===== src/rtl/temporizador_vga_pkg.sv =====
// Shared constants and segment-state type for the 640x480@60 Hz timing sequencer.
package vga_pkg;

    localparam int H_ACTIVE_DEF = 640;
    localparam int H_FRONT_DEF  = 16;
    localparam int H_SYNC_DEF   = 96;
    localparam int H_BACK_DEF   = 48;
    localparam int V_ACTIVE_DEF = 480;
    localparam int V_FRONT_DEF  = 10;
    localparam int V_SYNC_DEF   = 2;
    localparam int V_BACK_DEF   = 33;

    localparam int H_TOTAL = H_ACTIVE_DEF + H_FRONT_DEF + H_SYNC_DEF + H_BACK_DEF;
    localparam int V_TOTAL = V_ACTIVE_DEF + V_FRONT_DEF + V_SYNC_DEF + V_BACK_DEF;

    typedef enum logic [1:0] {
        SEG_ACT = 2'd0,
        SEG_FP  = 2'd1,
        SEG_SYN = 2'd2,
        SEG_BP  = 2'd3
    } seg_e;

endpackage


===== src/rtl/generador_pixel_en.sv =====
// Clock divider producing a one-cycle pixel strobe every CLK_DIV system clocks.
module generador_pixel_en #(
    parameter int CLK_DIV = 2
) (
    input  logic Clock,
    input  logic reset,
    output logic PixelEn
);

    localparam int DIV_W = $clog2(CLK_DIV);
    localparam logic [DIV_W-1:0] DIV_LAST = DIV_W'(CLK_DIV - 1);

    logic [DIV_W-1:0] div_q, div_d;
    logic             pe_q, pe_d;

    // Next divider value; strobe registered so it is high while the divider sits at its last value
    always_comb begin
        if (div_q == DIV_LAST) begin
            div_d = '0;
        end else begin
            div_d = div_q + 1'b1;
        end
        pe_d = (div_d == DIV_LAST);
    end

    // Divider and strobe registers
    always_ff @(posedge Clock) begin
        if (reset) begin
            div_q <= '0;
            pe_q  <= 1'b0;
        end else begin
            div_q <= div_d;
            pe_q  <= pe_d;
        end
    end

    assign PixelEn = pe_q;

endmodule


===== src/rtl/temporizador_vga.sv =====
// VGA timing sequencer: H/V segment FSMs, pixel counters, registered sync/blank
// outputs and a configuration-update window aligned to the start of vertical blanking.
module temporizador_vga
    import vga_pkg::*;
#(
    parameter int CLK_DIV  = 2,
    parameter int H_ACTIVE = H_ACTIVE_DEF,
    parameter int H_FRONT  = H_FRONT_DEF,
    parameter int H_SYNC   = H_SYNC_DEF,
    parameter int H_BACK   = H_BACK_DEF,
    parameter int V_ACTIVE = V_ACTIVE_DEF,
    parameter int V_FRONT  = V_FRONT_DEF,
    parameter int V_SYNC   = V_SYNC_DEF,
    parameter int V_BACK   = V_BACK_DEF
) (
    input  logic       Clock,
    input  logic       reset,
    output logic       PixelEn,
    output logic [9:0] cuentaH,
    output logic [9:0] cuentaV,
    output logic       Hsinc,
    output logic       Vsinc,
    output logic       blank,
    output logic       FinLinea,
    output logic       FinCuadro,
    input  logic       cfg_req,
    output logic       cfg_ack
);

    localparam int H_TOT = H_ACTIVE + H_FRONT + H_SYNC + H_BACK;
    localparam int V_TOT = V_ACTIVE + V_FRONT + V_SYNC + V_BACK;

    if (H_TOT > 1024) begin : g_h_total_err
        $error("temporizador_vga: horizontal total exceeds 1024");
    end
    if (V_TOT > 1024) begin : g_v_total_err
        $error("temporizador_vga: vertical total exceeds 1024");
    end

    logic       pixel_en_s;
    logic       line_end_s;
    seg_e       h_state_q, h_state_d, v_state_q, v_state_d;
    logic [9:0] cuentaH_q, cuentaH_d, cuentaV_q, cuentaV_d;
    logic       hsinc_q, hsinc_d, vsinc_q, vsinc_d, blank_q, blank_d;
    logic       fin_linea_q, fin_linea_d, fin_cuadro_q, fin_cuadro_d;
    logic       cfg_ack_q, cfg_ack_d;

    generador_pixel_en #(.CLK_DIV(CLK_DIV)) u_pixel_en (
        .Clock   (Clock),
        .reset   (reset),
        .PixelEn (pixel_en_s)
    );

    assign line_end_s = (cuentaH_q == 10'(H_TOT - 1));

    // Next-state logic: counters and FSMs move only on strobes, V only at line end
    always_comb begin
        h_state_d = h_state_q;
        v_state_d = v_state_q;
        cuentaH_d = cuentaH_q;
        cuentaV_d = cuentaV_q;
        cfg_ack_d = 1'b0;
        if (pixel_en_s) begin
            cuentaH_d = line_end_s ? 10'd0 : cuentaH_q + 10'd1;
            case (h_state_q)
                SEG_ACT: if (cuentaH_q == 10'(H_ACTIVE - 1)) h_state_d = SEG_FP;
                SEG_FP:  if (cuentaH_q == 10'(H_ACTIVE + H_FRONT - 1)) h_state_d = SEG_SYN;
                SEG_SYN: if (cuentaH_q == 10'(H_ACTIVE + H_FRONT + H_SYNC - 1)) h_state_d = SEG_BP;
                SEG_BP:  if (line_end_s) h_state_d = SEG_ACT;
                default: h_state_d = SEG_ACT;
            endcase
            if (line_end_s) begin
                cuentaV_d = (cuentaV_q == 10'(V_TOT - 1)) ? 10'd0 : cuentaV_q + 10'd1;
                case (v_state_q)
                    SEG_ACT: if (cuentaV_q == 10'(V_ACTIVE - 1)) v_state_d = SEG_FP;
                    SEG_FP:  if (cuentaV_q == 10'(V_ACTIVE + V_FRONT - 1)) v_state_d = SEG_SYN;
                    SEG_SYN: if (cuentaV_q == 10'(V_ACTIVE + V_FRONT + V_SYNC - 1)) v_state_d = SEG_BP;
                    SEG_BP:  if (cuentaV_q == 10'(V_TOT - 1)) v_state_d = SEG_ACT;
                    default: v_state_d = SEG_ACT;
                endcase
            end else begin
                v_state_d = v_state_q;
            end
            // Grant window is the strobe entering vertical front porch
            cfg_ack_d = cfg_req && (v_state_q == SEG_ACT) && (v_state_d == SEG_FP);
        end else begin
            cfg_ack_d = 1'b0;
        end
        // Derived from next state so they register alongside the matching counts
        hsinc_d      = (h_state_d != SEG_SYN);
        vsinc_d      = (v_state_d != SEG_SYN);
        blank_d      = (h_state_d != SEG_ACT) || (v_state_d != SEG_ACT);
        fin_linea_d  = (cuentaH_d == 10'(H_TOT - 1));
        fin_cuadro_d = fin_linea_d && (cuentaV_d == 10'(V_TOT - 1));
    end

    // State, counter and output registers
    always_ff @(posedge Clock) begin
        if (reset) begin
            h_state_q    <= SEG_ACT;
            v_state_q    <= SEG_ACT;
            cuentaH_q    <= 10'd0;
            cuentaV_q    <= 10'd0;
            hsinc_q      <= 1'b1;
            vsinc_q      <= 1'b1;
            blank_q      <= 1'b0;
            fin_linea_q  <= 1'b0;
            fin_cuadro_q <= 1'b0;
            cfg_ack_q    <= 1'b0;
        end else begin
            h_state_q    <= h_state_d;
            v_state_q    <= v_state_d;
            cuentaH_q    <= cuentaH_d;
            cuentaV_q    <= cuentaV_d;
            hsinc_q      <= hsinc_d;
            vsinc_q      <= vsinc_d;
            blank_q      <= blank_d;
            fin_linea_q  <= fin_linea_d;
            fin_cuadro_q <= fin_cuadro_d;
            cfg_ack_q    <= cfg_ack_d;
        end
    end

    assign PixelEn   = pixel_en_s;
    assign cuentaH   = cuentaH_q;
    assign cuentaV   = cuentaV_q;
    assign Hsinc     = hsinc_q;
    assign Vsinc     = vsinc_q;
    assign blank     = blank_q;
    assign FinLinea  = fin_linea_q;
    assign FinCuadro = fin_cuadro_q;
    assign cfg_ack   = cfg_ack_q;

endmodule


===== config.mk =====
export PLATFORM = sky130hd
export DESIGN_NAME = temporizador_vga
export DESIGN_NICKNAME = d
export VERILOG_FILES = /design/src/rtl/temporizador_vga_pkg.sv /design/src/rtl/generador_pixel_en.sv /design/src/rtl/temporizador_vga.sv
export SDC_FILE = /design/constraint.sdc
export NUM_CORES = 1
export LEC_CHECK = 0
export ABC_CLOCK_PERIOD_IN_PS = 2800
export BUFFER_PORTS_ARGS = -buffer_cell sky130_fd_sc_hd__buf_2
export CORE_ASPECT_RATIO = 2
export CORE_MARGIN = 2
export CORE_UTILIZATION = 40
export CTS_CLUSTER_DIAMETER = 30
export DETAILED_ROUTE_END_ITERATION = 7
export SKIP_CTS_REPAIR_TIMING = 1
export SYNTH_ARGS = -nofsm -noshare
export SYNTH_HDL_FRONTEND = slang
export SYNTH_SLANG_ARGS = --single-unit
export TNS_END_PERCENT = 50

===== constraint.sdc =====
create_clock -name Clock -period 2.8 [get_ports Clock]
set_input_delay 0.56 -clock Clock [delete_from_list [all_inputs] [get_ports Clock]]
set_output_delay 0.56 -clock Clock [all_outputs]
set_load 0.005 [all_outputs]

==> results.cfg <==
[cells_and_area]
nNetsFinal = 245
antenna_cells = 0
fillers = 444
drive_gt1_frac = 0.2008
multi_input_area_sq_um = 1013
regArea_sq_um = 620.6
area_growth_pct = 16.44

[grt]
grt_max_degree = 29
grt_pass1_vias = 1619
groute.usage.overall = 0.1994
antenna_found_initial = 0
overflow = 0
grt_pass1_wl_um = 7431

[clocking]
htreeDepth = 2
clk_latency_ns = 0.28
clkTransAtPathRegs_ns = 0.07
numCtsBuffers = 5
clk_path_buf_depth = 2
cts_tree = done
cts.sinks = 31
ctsRootBufferMaster = clkbuf_8

[sta]
setup_viol = 0
tightest_slew_ns = 0.5359
skew_ns = 0.003613
fin_crit_sh = 0.8781
period_needed_ns = 2.459
rsz0062_at_grt = no
fmax_mhz = 406.7
hold_slack_ns = 0.5333
finalMaxSlewViolations = 0
fin_setup_tns_ns = 0
hold_viol_final = 0
max-slew-margin-rel = 0.6427

[floorplan]
dieArea_sq_um = 4894
fp-row-count = 33
core_sq_um = 4129
die_h_um = 96.95
initial_core_util = 0.4185
io_pins = 30
die_w_um = 50.48

[routing]
first_pass_iters = 4
drt_wl_total_um = 4452
viasPerCell = 5.725
ant_nets = 0
vias = 1666
drtIter0Drc = 60
drc = 0
wl_per_cell_um = 15.30

[power]
seqPwrFrac = 0.526
irDropWorstVdd_mv = 0.3228
combPwrFrac = 0.023
clockPowerShare = 0.451
power_w = 0.0008615
power.switching_w = 0.0001844
p_int_w = 0.0006771
power_leakage_nw = 0.7954
swShare = 0.2141
pwr_density_cell_nw_per_um2 = 428.2

[logic_synthesis]
syn_inst = 212
synth_flop_cell = dfxtp_1
seq_area_frac_synth = 0.3592
synth_cell_types = 48
yosysWarnings = 0
ys_ff_latch = 31
synthesis.nets = 219
netlist_area_sq_um = 1728
synth-async-reset-ratio = 0
syn_avg_cell_area_sq_um = 8.151
synth_edf_count = 0

[worst_setup_path]
start_kind = flop
arrival_ns = 2.65
path_max_fanout = 14
cp-startpoint = cuentaH[0]$_SDFF_PP0_
cp-end-kind = flop
r2r-start = cuentaH[0]$_SDFF_PP0_
worst_ep_required_time_ns = 2.99
crit_type = reg2reg

[worst_hold_path]
min-delay-start = h_state_q[0]$_SDFF_PP0_
hold_path_class = reg2reg

[placed_design]
io_buffers = 29
post-dp-hpwl_um = 3370
place_congestion = 0.8712

[run_status]
status = completed

[run]
max_cap_viol_count = 0
logic make-up (layout without fill, tap and decap cells):
kind of cell    after synthesis  in the layout  synth area share
compound gates               35             35            0.1311
xor+xnor                     16             16           0.08110
fa+ha+maj                     4              4           0.02897
buf+inv                      21             48           0.05793
flops                        31             31            0.3592
mux                           1              1          0.005793
simple gates                104            104            0.3360
cells in the mapped netlist, drive strengths merged, types with 3 or more instances:
master / instances / area (sq um)
and4: 4 / 35.03
and3: 7 / 43.79
inv: 4 / 15.01
nand4: 9 / 71.32
nand2b: 3 / 18.77
clkbuf: 11 / 41.29
dfxtp: 31 / 620.6
nor3: 10 / 61.31
xor2: 9 / 78.83
buf: 6 / 43.79
xnor2: 7 / 61.31
nand3: 12 / 60.06
a21oi: 8 / 40.04
nor2: 30 / 112.6
nor4: 4 / 25.02
o21ai: 9 / 45.04
ha: 4 / 50.05
nand2: 12 / 45.04
layer usage:
metal / part of all wire / global-route usage
met4: 0.051 / 0.1289
met1: 0.36 / 0.1944
met5: 0 / 0
met3: 0.035 / 0.03704
met2: 0.56 / 0.3623
stage by stage:
step | utilization | worst slack, ns | cell area (sq um) | instances
after CTS | 0.4873 | 0.3633 | 2012 | 291
after global routing | 0.4873 | 0.1656 | 2012 | 291
final | 0.4873 | 0.3412 | 2012 | 291
after detailed placement | 0.4630 | 0.3757 | 1912 | 283
after floorplan | - | 0.5199 | 1728 | 212
after global placement | 0.4630 | 0.4202 | 1912 | 283
worst paths after layout:
kind                                           endpoint  cells after the start  slack, ns
worst max-delay path               FinCuadro$_SDFF_PP0_                      7       0.34
worst min-delay path            h_state_q[1]$_SDFF_PP0_                      2       0.53
worst max register to register     FinCuadro$_SDFF_PP0_                      7       0.34
worst min register to register  h_state_q[1]$_SDFF_PP0_                      2       0.53
flip-flops by register name, indices dropped and copies added (netlist names):
name,cells
cuentaH,10
cuentaV,10
h_state_q,2
v_state_q,2
FinCuadro,1
FinLinea,1
Hsinc,1
Vsinc,1
blank,1
cfg_ack,1
u_pixel_en.PixelEn,1
power by group through the flow:
stage | Clock, W | Sequential, W | Combinational (W)
4_1_cts | 0.000398 | 0.000453 | 0.0000201
3_3_place_gp | 0 | 0.000462 | 0.0000202
2_1_floorplan | 0 | 0.000460 | 0.0000171
5_1_grt | 0.000415 | 0.000454 | 0.0000227
3_5_place_dp | 0 | 0.000463 | 0.0000200
6_report | 0.000389 | 0.000453 | 0.0000199
cell type report:
type | count | area share
multi-input cells | 160 | 0.5037
flip-flops and latches | 31 | 0.3085
clock buffers | 8 | 0.04975
repair buffers | 36 | 0.09826
well taps | 52 | 0.03234
inverters | 4 | 0.007463
critical path, stage by stage (launching register included):
cell,delay (ns)
dfxtp_1,0.47
ha_1,0.31
nand4_4,0.15
or4_4,0.67
nor3_4,0.23
xor2_1,0.17
nand4_1,0.11
nor4bb_1,0.26
cell usage in the layout, fill, tap and decap left out, types with 2 or more instances in the layout:
master	n
a211oi_1	2
a21oi_1	8
a22oi_1	2
a41oi_1	2
and3_1	7
and4_1	4
buf_2	29
buf_4	7
clkbuf_8	7
dfxtp_1	31
ha_1	4
inv_1	4
nand2_1	12
nand2b_1	3
nand3_1	12
nand4_1	8
nor2_1	30
nor3_1	9
nor3b_1	2
nor4_1	3
nor4b_1	2
o211ai_1	2
o21a_1	2
o21ai_0	9
xnor2_1	7
xor2_1	9
Note: power is estimated with default switching activity, not from simulation.
